## src/rtl/ring_buffer_if.sv

```systemverilog
// Requester-side handshake bundle for ring_buffer_ctrl: write/read requests,
// acknowledgements, flush and occupancy status.
interface ring_buffer_if #(
  parameter int DATA_WIDTH    = 16,
  parameter int ADDRESS_WIDTH = 4
);
  logic                   flush;
  logic                   wr_req;
  logic [DATA_WIDTH-1:0]  wr_data;
  logic                   wr_ack;
  logic                   rd_req;
  logic [DATA_WIDTH-1:0]  rd_data;
  logic                   rd_valid;
  logic                   full;
  logic                   empty;
  logic [ADDRESS_WIDTH:0] count;

  modport master (
    output flush, wr_req, wr_data, rd_req,
    input  wr_ack, rd_data, rd_valid, full, empty, count
  );

  modport slave (
    input  flush, wr_req, wr_data, rd_req,
    output wr_ack, rd_data, rd_valid, full, empty, count
  );
endinterface

```

## src/rtl/ring_buffer_ctrl.sv

```systemverilog
// Ring buffer controller: arbitrates write/read requests round-robin and
// sequences an external single-port buffer through write and 3-step read cycles.
module ring_buffer_ctrl #(
  parameter int DATA_WIDTH    = 16,
  parameter int DEPTH         = 16,
  parameter int ADDRESS_WIDTH = $clog2(DEPTH)
) (
  input  logic                     clk,
  input  logic                     rst,
  ring_buffer_if.slave             bus,
  output logic [ADDRESS_WIDTH-1:0] buf_address,
  output logic [DATA_WIDTH-1:0]    buf_data_in,
  input  logic [DATA_WIDTH-1:0]    buf_data_out,
  output logic                     buf_write,
  output logic                     buf_output_enable,
  output logic                     buf_operational_clock
);

  typedef enum logic [2:0] {
    IDLE       = 3'd0,
    WRITE      = 3'd1,
    RD_FETCH   = 3'd2,
    RD_CAPTURE = 3'd3,
    RD_DONE    = 3'd4
  } state_t;

  localparam logic [ADDRESS_WIDTH-1:0] LAST_ADDR   = ADDRESS_WIDTH'(DEPTH - 1);
  localparam logic [ADDRESS_WIDTH:0]   DEPTH_COUNT = (ADDRESS_WIDTH + 1)'(DEPTH);
  localparam logic [ADDRESS_WIDTH:0]   COUNT_ONE   = (ADDRESS_WIDTH + 1)'(1'b1);

  state_t                   state_r, state_s;
  logic [ADDRESS_WIDTH-1:0] wr_ptr_r, wr_ptr_s;
  logic [ADDRESS_WIDTH-1:0] rd_ptr_r, rd_ptr_s;
  logic [ADDRESS_WIDTH:0]   count_r, count_s;
  logic                     last_rd_r, last_rd_s;
  logic [DATA_WIDTH-1:0]    rd_data_r, rd_data_s;
  logic                     wr_ack_r, wr_ack_s;
  logic                     rd_valid_r, rd_valid_s;
  logic [ADDRESS_WIDTH-1:0] buf_address_r, buf_address_s;
  logic [DATA_WIDTH-1:0]    buf_data_in_r, buf_data_in_s;
  logic                     buf_write_r, buf_write_s;
  logic                     buf_oe_r, buf_oe_s;
  logic                     buf_clk_r, buf_clk_s;
  logic                     full_s, empty_s, wr_elig_s, rd_elig_s;

  // DEPTH need not be a power of two, so wrap is an explicit compare.
  function automatic logic [ADDRESS_WIDTH-1:0] next_ptr(input logic [ADDRESS_WIDTH-1:0] ptr);
    if (ptr == LAST_ADDR) begin
      return {ADDRESS_WIDTH{1'b0}};
    end else begin
      return ptr + ADDRESS_WIDTH'(1'b1);
    end
  endfunction

  assign full_s    = (count_r == DEPTH_COUNT);
  assign empty_s   = (count_r == {(ADDRESS_WIDTH + 1){1'b0}});
  assign wr_elig_s = bus.wr_req & ~full_s;
  assign rd_elig_s = bus.rd_req & ~empty_s;

  // Next-state, datapath update and output decode of the state being entered.
  always_comb begin
    state_s       = state_r;
    wr_ptr_s      = wr_ptr_r;
    rd_ptr_s      = rd_ptr_r;
    count_s       = count_r;
    last_rd_s     = last_rd_r;
    rd_data_s     = rd_data_r;
    wr_ack_s      = 1'b0;
    rd_valid_s    = 1'b0;
    buf_address_s = {ADDRESS_WIDTH{1'b0}};
    buf_data_in_s = {DATA_WIDTH{1'b0}};
    buf_write_s   = 1'b0;
    buf_oe_s      = 1'b0;
    buf_clk_s     = 1'b0;

    case (state_r)
      IDLE: begin
        if (bus.flush) begin
          wr_ptr_s = {ADDRESS_WIDTH{1'b0}};
          rd_ptr_s = {ADDRESS_WIDTH{1'b0}};
          count_s  = {(ADDRESS_WIDTH + 1){1'b0}};
        end else if (wr_elig_s && (!rd_elig_s || last_rd_r)) begin
          state_s   = WRITE;
          last_rd_s = 1'b0;
        end else if (rd_elig_s) begin
          state_s   = RD_FETCH;
          last_rd_s = 1'b1;
        end else begin
          state_s = IDLE;
        end
      end
      WRITE: begin
        state_s  = IDLE;
        wr_ptr_s = next_ptr(wr_ptr_r);
        count_s  = count_r + COUNT_ONE;
      end
      RD_FETCH: begin
        state_s = RD_CAPTURE;
      end
      RD_CAPTURE: begin
        state_s   = RD_DONE;
        rd_data_s = buf_data_out;
        rd_ptr_s  = next_ptr(rd_ptr_r);
        count_s   = count_r - COUNT_ONE;
      end
      RD_DONE: begin
        state_s = IDLE;
      end
      default: begin
        state_s = IDLE;
      end
    endcase

    // Outputs are registered, so they are decoded from the state about to be entered.
    case (state_s)
      WRITE: begin
        buf_clk_s     = 1'b1;
        buf_write_s   = 1'b1;
        buf_address_s = wr_ptr_r;
        buf_data_in_s = bus.wr_data;
        wr_ack_s      = 1'b1;
      end
      RD_FETCH: begin
        buf_clk_s     = 1'b1;
        buf_address_s = rd_ptr_r;
      end
      RD_CAPTURE: begin
        buf_clk_s     = 1'b1;
        buf_oe_s      = 1'b1;
        buf_address_s = rd_ptr_r;
      end
      RD_DONE: begin
        rd_valid_s = 1'b1;
      end
      IDLE: begin
        buf_clk_s = 1'b0;
      end
      default: begin
        buf_clk_s = 1'b0;
      end
    endcase
  end

  // State, pointers, occupancy and registered outputs; reset aborts any operation.
  always_ff @(posedge clk or posedge rst) begin
    if (rst) begin
      state_r       <= IDLE;
      wr_ptr_r      <= {ADDRESS_WIDTH{1'b0}};
      rd_ptr_r      <= {ADDRESS_WIDTH{1'b0}};
      count_r       <= {(ADDRESS_WIDTH + 1){1'b0}};
      last_rd_r     <= 1'b1;
      rd_data_r     <= {DATA_WIDTH{1'b0}};
      wr_ack_r      <= 1'b0;
      rd_valid_r    <= 1'b0;
      buf_address_r <= {ADDRESS_WIDTH{1'b0}};
      buf_data_in_r <= {DATA_WIDTH{1'b0}};
      buf_write_r   <= 1'b0;
      buf_oe_r      <= 1'b0;
      buf_clk_r     <= 1'b0;
    end else begin
      state_r       <= state_s;
      wr_ptr_r      <= wr_ptr_s;
      rd_ptr_r      <= rd_ptr_s;
      count_r       <= count_s;
      last_rd_r     <= last_rd_s;
      rd_data_r     <= rd_data_s;
      wr_ack_r      <= wr_ack_s;
      rd_valid_r    <= rd_valid_s;
      buf_address_r <= buf_address_s;
      buf_data_in_r <= buf_data_in_s;
      buf_write_r   <= buf_write_s;
      buf_oe_r      <= buf_oe_s;
      buf_clk_r     <= buf_clk_s;
    end
  end

  assign bus.wr_ack            = wr_ack_r;
  assign bus.rd_valid          = rd_valid_r;
  assign bus.rd_data           = rd_data_r;
  assign bus.full              = full_s;
  assign bus.empty             = empty_s;
  assign bus.count             = count_r;
  assign buf_address           = buf_address_r;
  assign buf_data_in           = buf_data_in_r;
  assign buf_write             = buf_write_r;
  assign buf_output_enable     = buf_oe_r;
  assign buf_operational_clock = buf_clk_r;

endmodule

```

## src/flat_wrapper.sv

```systemverilog
// flat-port wrapper written by rule: the top's interface ports become plain ports
module ring_buffer_ctrl_flat 
#(
  parameter int DATA_WIDTH    = 16,
  parameter int DEPTH         = 16,
  parameter int ADDRESS_WIDTH = $clog2(DEPTH)
)
  (clk, rst, buf_address, buf_data_in, buf_data_out, buf_write, buf_output_enable, buf_operational_clock, bus_flush, bus_wr_req, bus_wr_data, bus_rd_req, bus_wr_ack, bus_rd_data, bus_rd_valid, bus_full, bus_empty, bus_count);
  ring_buffer_if #(.DATA_WIDTH(DATA_WIDTH), .ADDRESS_WIDTH(ADDRESS_WIDTH)) bus_i ();
  input  logic clk;
  input  logic rst;
  output logic [ADDRESS_WIDTH-1:0] buf_address;
  output logic [DATA_WIDTH-1:0] buf_data_in;
  input  logic [DATA_WIDTH-1:0] buf_data_out;
  output logic buf_write;
  output logic buf_output_enable;
  output logic buf_operational_clock;
  input wire logic [$bits(bus_i.flush)-1:0] bus_flush;
  input wire logic [$bits(bus_i.wr_req)-1:0] bus_wr_req;
  input wire logic [$bits(bus_i.wr_data)-1:0] bus_wr_data;
  input wire logic [$bits(bus_i.rd_req)-1:0] bus_rd_req;
  output wire logic [$bits(bus_i.wr_ack)-1:0] bus_wr_ack;
  output wire logic [$bits(bus_i.rd_data)-1:0] bus_rd_data;
  output wire logic [$bits(bus_i.rd_valid)-1:0] bus_rd_valid;
  output wire logic [$bits(bus_i.full)-1:0] bus_full;
  output wire logic [$bits(bus_i.empty)-1:0] bus_empty;
  output wire logic [$bits(bus_i.count)-1:0] bus_count;
  assign bus_i.flush = bus_flush;
  assign bus_i.wr_req = bus_wr_req;
  assign bus_i.wr_data = bus_wr_data;
  assign bus_i.rd_req = bus_rd_req;
  assign bus_wr_ack = bus_i.wr_ack;
  assign bus_rd_data = bus_i.rd_data;
  assign bus_rd_valid = bus_i.rd_valid;
  assign bus_full = bus_i.full;
  assign bus_empty = bus_i.empty;
  assign bus_count = bus_i.count;
  ring_buffer_ctrl #(.DATA_WIDTH(DATA_WIDTH), .DEPTH(DEPTH), .ADDRESS_WIDTH(ADDRESS_WIDTH)) u_core (.clk(clk), .rst(rst), .bus(bus_i), .buf_address(buf_address), .buf_data_in(buf_data_in), .buf_data_out(buf_data_out), .buf_write(buf_write), .buf_output_enable(buf_output_enable), .buf_operational_clock(buf_operational_clock));
endmodule
```

## config.mk

```make
export PLATFORM = sky130hd
export DESIGN_NAME = ring_buffer_ctrl_flat
export DESIGN_NICKNAME = d
export VERILOG_FILES = /design/src/rtl/ring_buffer_if.sv /design/src/rtl/ring_buffer_ctrl.sv /design/src/flat_wrapper.sv
export SDC_FILE = /design/constraint.sdc
export NUM_CORES = 1
export LEC_CHECK = 0
export BUFFER_PORTS_ARGS = -buffer_cell sky130_fd_sc_hd__buf_4
export CORE_ASPECT_RATIO = 0.6
export CORE_MARGIN = 3
export CORE_UTILIZATION = 53
export CTS_CLUSTER_DIAMETER = 50
export DETAILED_ROUTE_END_ITERATION = 10
export PLACE_DENSITY_LB_ADDON = 0.1
export SLEW_MARGIN = 10
export SYNTH_ARGS = -nofsm -noshare
export SYNTH_HDL_FRONTEND = slang
export SYNTH_SLANG_ARGS = --single-unit
```

## constraint.sdc

```tcl
create_clock -name clk -period 4.81 [get_ports clk]
set_input_delay 0 -clock clk [delete_from_list [all_inputs] [get_ports clk]]
set_output_delay 0 -clock clk [all_outputs]
set_load 0.05 [all_outputs]
```

==> flow_summary_export.csv <==
group,metric,value,unit
routing,wl_per_cell,14.43,um
power_and_ir_drop,powerDensity,628.0,nW/um2
worst_setup_path,worstPathCellList,"nand3b_1 -> inv_1 -> ha_1 -> a21oi_1 -> a21oi_1 -> or2_2 -> a311o_1",
layout,area_growth,50.79,%
worst_setup_path,cp_top_family,"simple AND/OR/NAND/NOR gates",
place,gp_congestion,0.7568,
routing,final_antenna_net_count,0,
global_route,grt_pass1_wl,9549,um
global_route,grt_pass1_vias,2011,
yosys,yosysTopAreaCellShare,58.64,%
yosys,yosysUniqueCellTypes,43,
layout,diodes,0,
timing,slew_viol_final,0,
yosys,synth-compound-area-share,10.68,%
global_route,antenna_found_initial,0,
yosys,synth_fp_nets,261,
hold_path,worstHoldPathType,"in2reg",
routing,vias_per_cell,5.020,
yosys,ys_seq_area_share,59.74,%
routing,dr_total_vias,2038,
yosys,synthAdderAreaFrac,3.455,%
clock_tree,root_buffer,"clkbuf_8",
clock_tree,clkTransAtPathRegs,0.06,ns
floorplan,start_util,56.74,%
worst_setup_path,path_class,"reg2reg",
hold_path,hold_depth,4,
clock_tree,cts_made_buffers,9,
yosys,synthMuxAreaShare,0.4188,%
clock_tree,htreeDepth,3,
routing,drt_iter0_drc,107,
place,place.port_buffers,84,
yosys,syn_area_per_cell,10.96,um2
power_and_ir_drop,vdd.ir_drop.worst,0.5331,mV
floorplan,row_count,18,
yosys,synth_common_cells,"nand2_1 (58), dfrtp_1 (56), and2_2 (13), o21ai_0 (11), inv_1 (9)",
floorplan,die_w,92.69,um
worst_setup_path,critPathMaxStageDelay,0.84,ns
layout,layout-drive-gt1-share,36.71,%
worst_setup_path,rr_worst_depth,7,
place,placed_area,3045,um2
clock_tree,clk_latency,0.33,ns
worst_setup_path,cp_num_cells,7,
floorplan,core_area,4212,um2
worst_setup_path,arrival,3.67,ns
yosys,netlist_area,2390,um2
floorplan,die_h,58.02,um
yosys,yosysMostFrequentCell,"nand2_1",
global_route,grt_max_degree,58,
timing,fin_skew,0.008829,ns
yosys,ys_async_sr_fraction,100.0,%
yosys,synthSimpleGateAreaFrac,20.79,%
worst_setup_path,worst_setup_path_start_kind,"flop",
worst_setup_path,crit_path_top_delay_cell,"inv_1",
worst_setup_path,crit_buf_inv,1,
worst_setup_path,required,5.02,ns
power_and_ir_drop,power_leakage,0.001927,uW
yosys,synth-edff-count,0,
worst_setup_path,end_kind,"flop",
yosys,synth_area_leaders,"dfrtp_1 (59%), nand2_1 (9.1%), and2_2 (4.1%)",
timing,fmax,0.2897,GHz
clock_tree,holdBufCountCts,35,
yosys,yosys.area_share.xor_xnor,1.099,%
yosys,synth_top_family_by_area,"simple AND/OR/NAND/NOR gates",
place,dp_hpwl,3560,um
yosys,ys_warn_count,0,
clock_tree,post_cts_buffers,0,
yosys,ys_seq_elements,57,
job,drv_cap,0,
routing,dr.pass1.iters,4,
yosys,ys.flop_type,"dfrtp_1",
floorplan,pin_count,85,
worst_setup_path,crit_top_cell,"a21oi_1",
yosys,yosysTopAreaCell,"dfrtp_1",
timing,period_minus_slack,3.452,ns
timing,fin_crit_sh,71.77,%
timing,hold_violations,0,
floorplan,dieArea,5377,um2
clock_tree,cts_tree,"yes",
timing,setup_tns,0,ns
layout,final_nets,384,
timing,slew_headroom,43.47,%
global_route,overflow,0,
timing,rsz0062_at_grt,"false",
global_route,groute.usage.overall,23.54,%
routing,routed_wl,5860,um
yosys,syn-instance-count,218,
worst_setup_path,crit_fanout,23,
clock_tree,cts-resized-gates,0,
layout,final_area,3603,um2
clock_tree,clock_sinks,57,
clock_tree,clk_path_buf_depth,2,
timing,tightestPinTransition,0.8455,ns
timing,setup_violations,0,
routing,route.detailed.drc,0,
status,run_status,"complete, no violations",
[stage by stage]
step,hold WS [ns],setup slack [ns],utilization [%],std cells,total power (uW)
after global placement,0.1920,1.480,72.31,355,1750
final,0.01842,1.358,85.56,406,2263
after detailed placement,0.1927,1.399,72.31,355,1768
after global routing,0.02725,1.085,85.56,406,2381
after floorplan,0.1054,2.401,-,218,1464
after CTS,0.01015,1.392,85.56,406,2258
[layout by cell type, fill, tap and decap left out, drive strengths merged, types with 2 or more instances in the layout]
| cell type | count |
|---|---|
| nand2 | 58 |
| buf | 85 |
| or2 | 2 |
| ha | 5 |
| nor4 | 3 |
| nor2 | 4 |
| dfrtp | 56 |
| nand3 | 3 |
| a21oi | 4 |
| dlygate4sd3 | 35 |
| or4 | 2 |
| and3 | 3 |
| nor2b | 2 |
| clkbuf | 14 |
| a21o | 3 |
| and2 | 17 |
| xor2 | 2 |
| a22o | 8 |
| o21ai | 13 |
| inv | 9 |
[layer usage]
metal	part of all wire (%)	up-vias	wire [um]	global-route usage (%)
li1	-	973	-	-
met1	43	977	2497	30.10
met2	49	80	2884	37.73
met3	7.1	8	417	8.820
met4	1.0	0	61	7.933
met5	0	-	0	0
[state kept, by name, indices dropped and copies added, names as in the netlist]
name,count
u_core.buf_address,4
u_core.buf_data_in,16
u_core.buf_operational_clock,1
u_core.buf_output_enable,1
u_core.buf_write,1
u_core.bus.count,5
u_core.bus.rd_data,16
u_core.bus.rd_valid,1
u_core.last_rd_r,1
u_core.rd_ptr_r,4
u_core.state_r,3
u_core.wr_ptr_r,4
[tightest hold or removal path, stage by stage]
cell and delay (ns):
buf_4 0.11, nor4_4 0.06, inv_1 0.04, o21ai_0 0.08
[kinds of logic (layout without fill, tap and decap cells)]
logic type | after synthesis | in the layout
compound gates | 36 | 36
xor+xnor | 3 | 3
fa+ha+maj | 6 | 6
buf+inv | 17 | 145
flops | 57 | 57
mux | 1 | 1
simple gates | 98 | 98
[final cells by class]
class                      count  area, um2
clock inverter                 2      35.03
clock buffer                  14      172.7
sequential                    57       1428
tap                           60      75.07
inverter                       9      33.78
fill                         200      608.1
multi-input combinational    144      870.8
timing repair buffer         120      988.4
[worst paths after layout]
path | startpoint | endpoint | slack (ns)
setup / recovery | u_core.state_r[2] | u_core.bus.count[4] | 1.36
hold / removal | bus_flush | u_core.buf_operational_clock | 0.02
setup reg to reg | u_core.state_r[2] | u_core.bus.count[4] | 1.36
hold reg to reg | u_core.bus.rd_data[4] | u_core.bus.rd_data[4] | 0.49
max in group asynchronous | rst | u_core.bus.rd_data[10] | 3.92
min in group asynchronous | rst | u_core.buf_data_in[11] | 0.44
[power by group]
group | internal, uW | leakage [uW] | switching (uW) | total, uW
sequential | 622 | 0.000751 | 119 | 741
clock | 281 | 0.000107 | 177 | 459
combinational | 347 | 0.00107 | 716 | 1060
No activity file was read; power rests on OpenSTA's default activity.
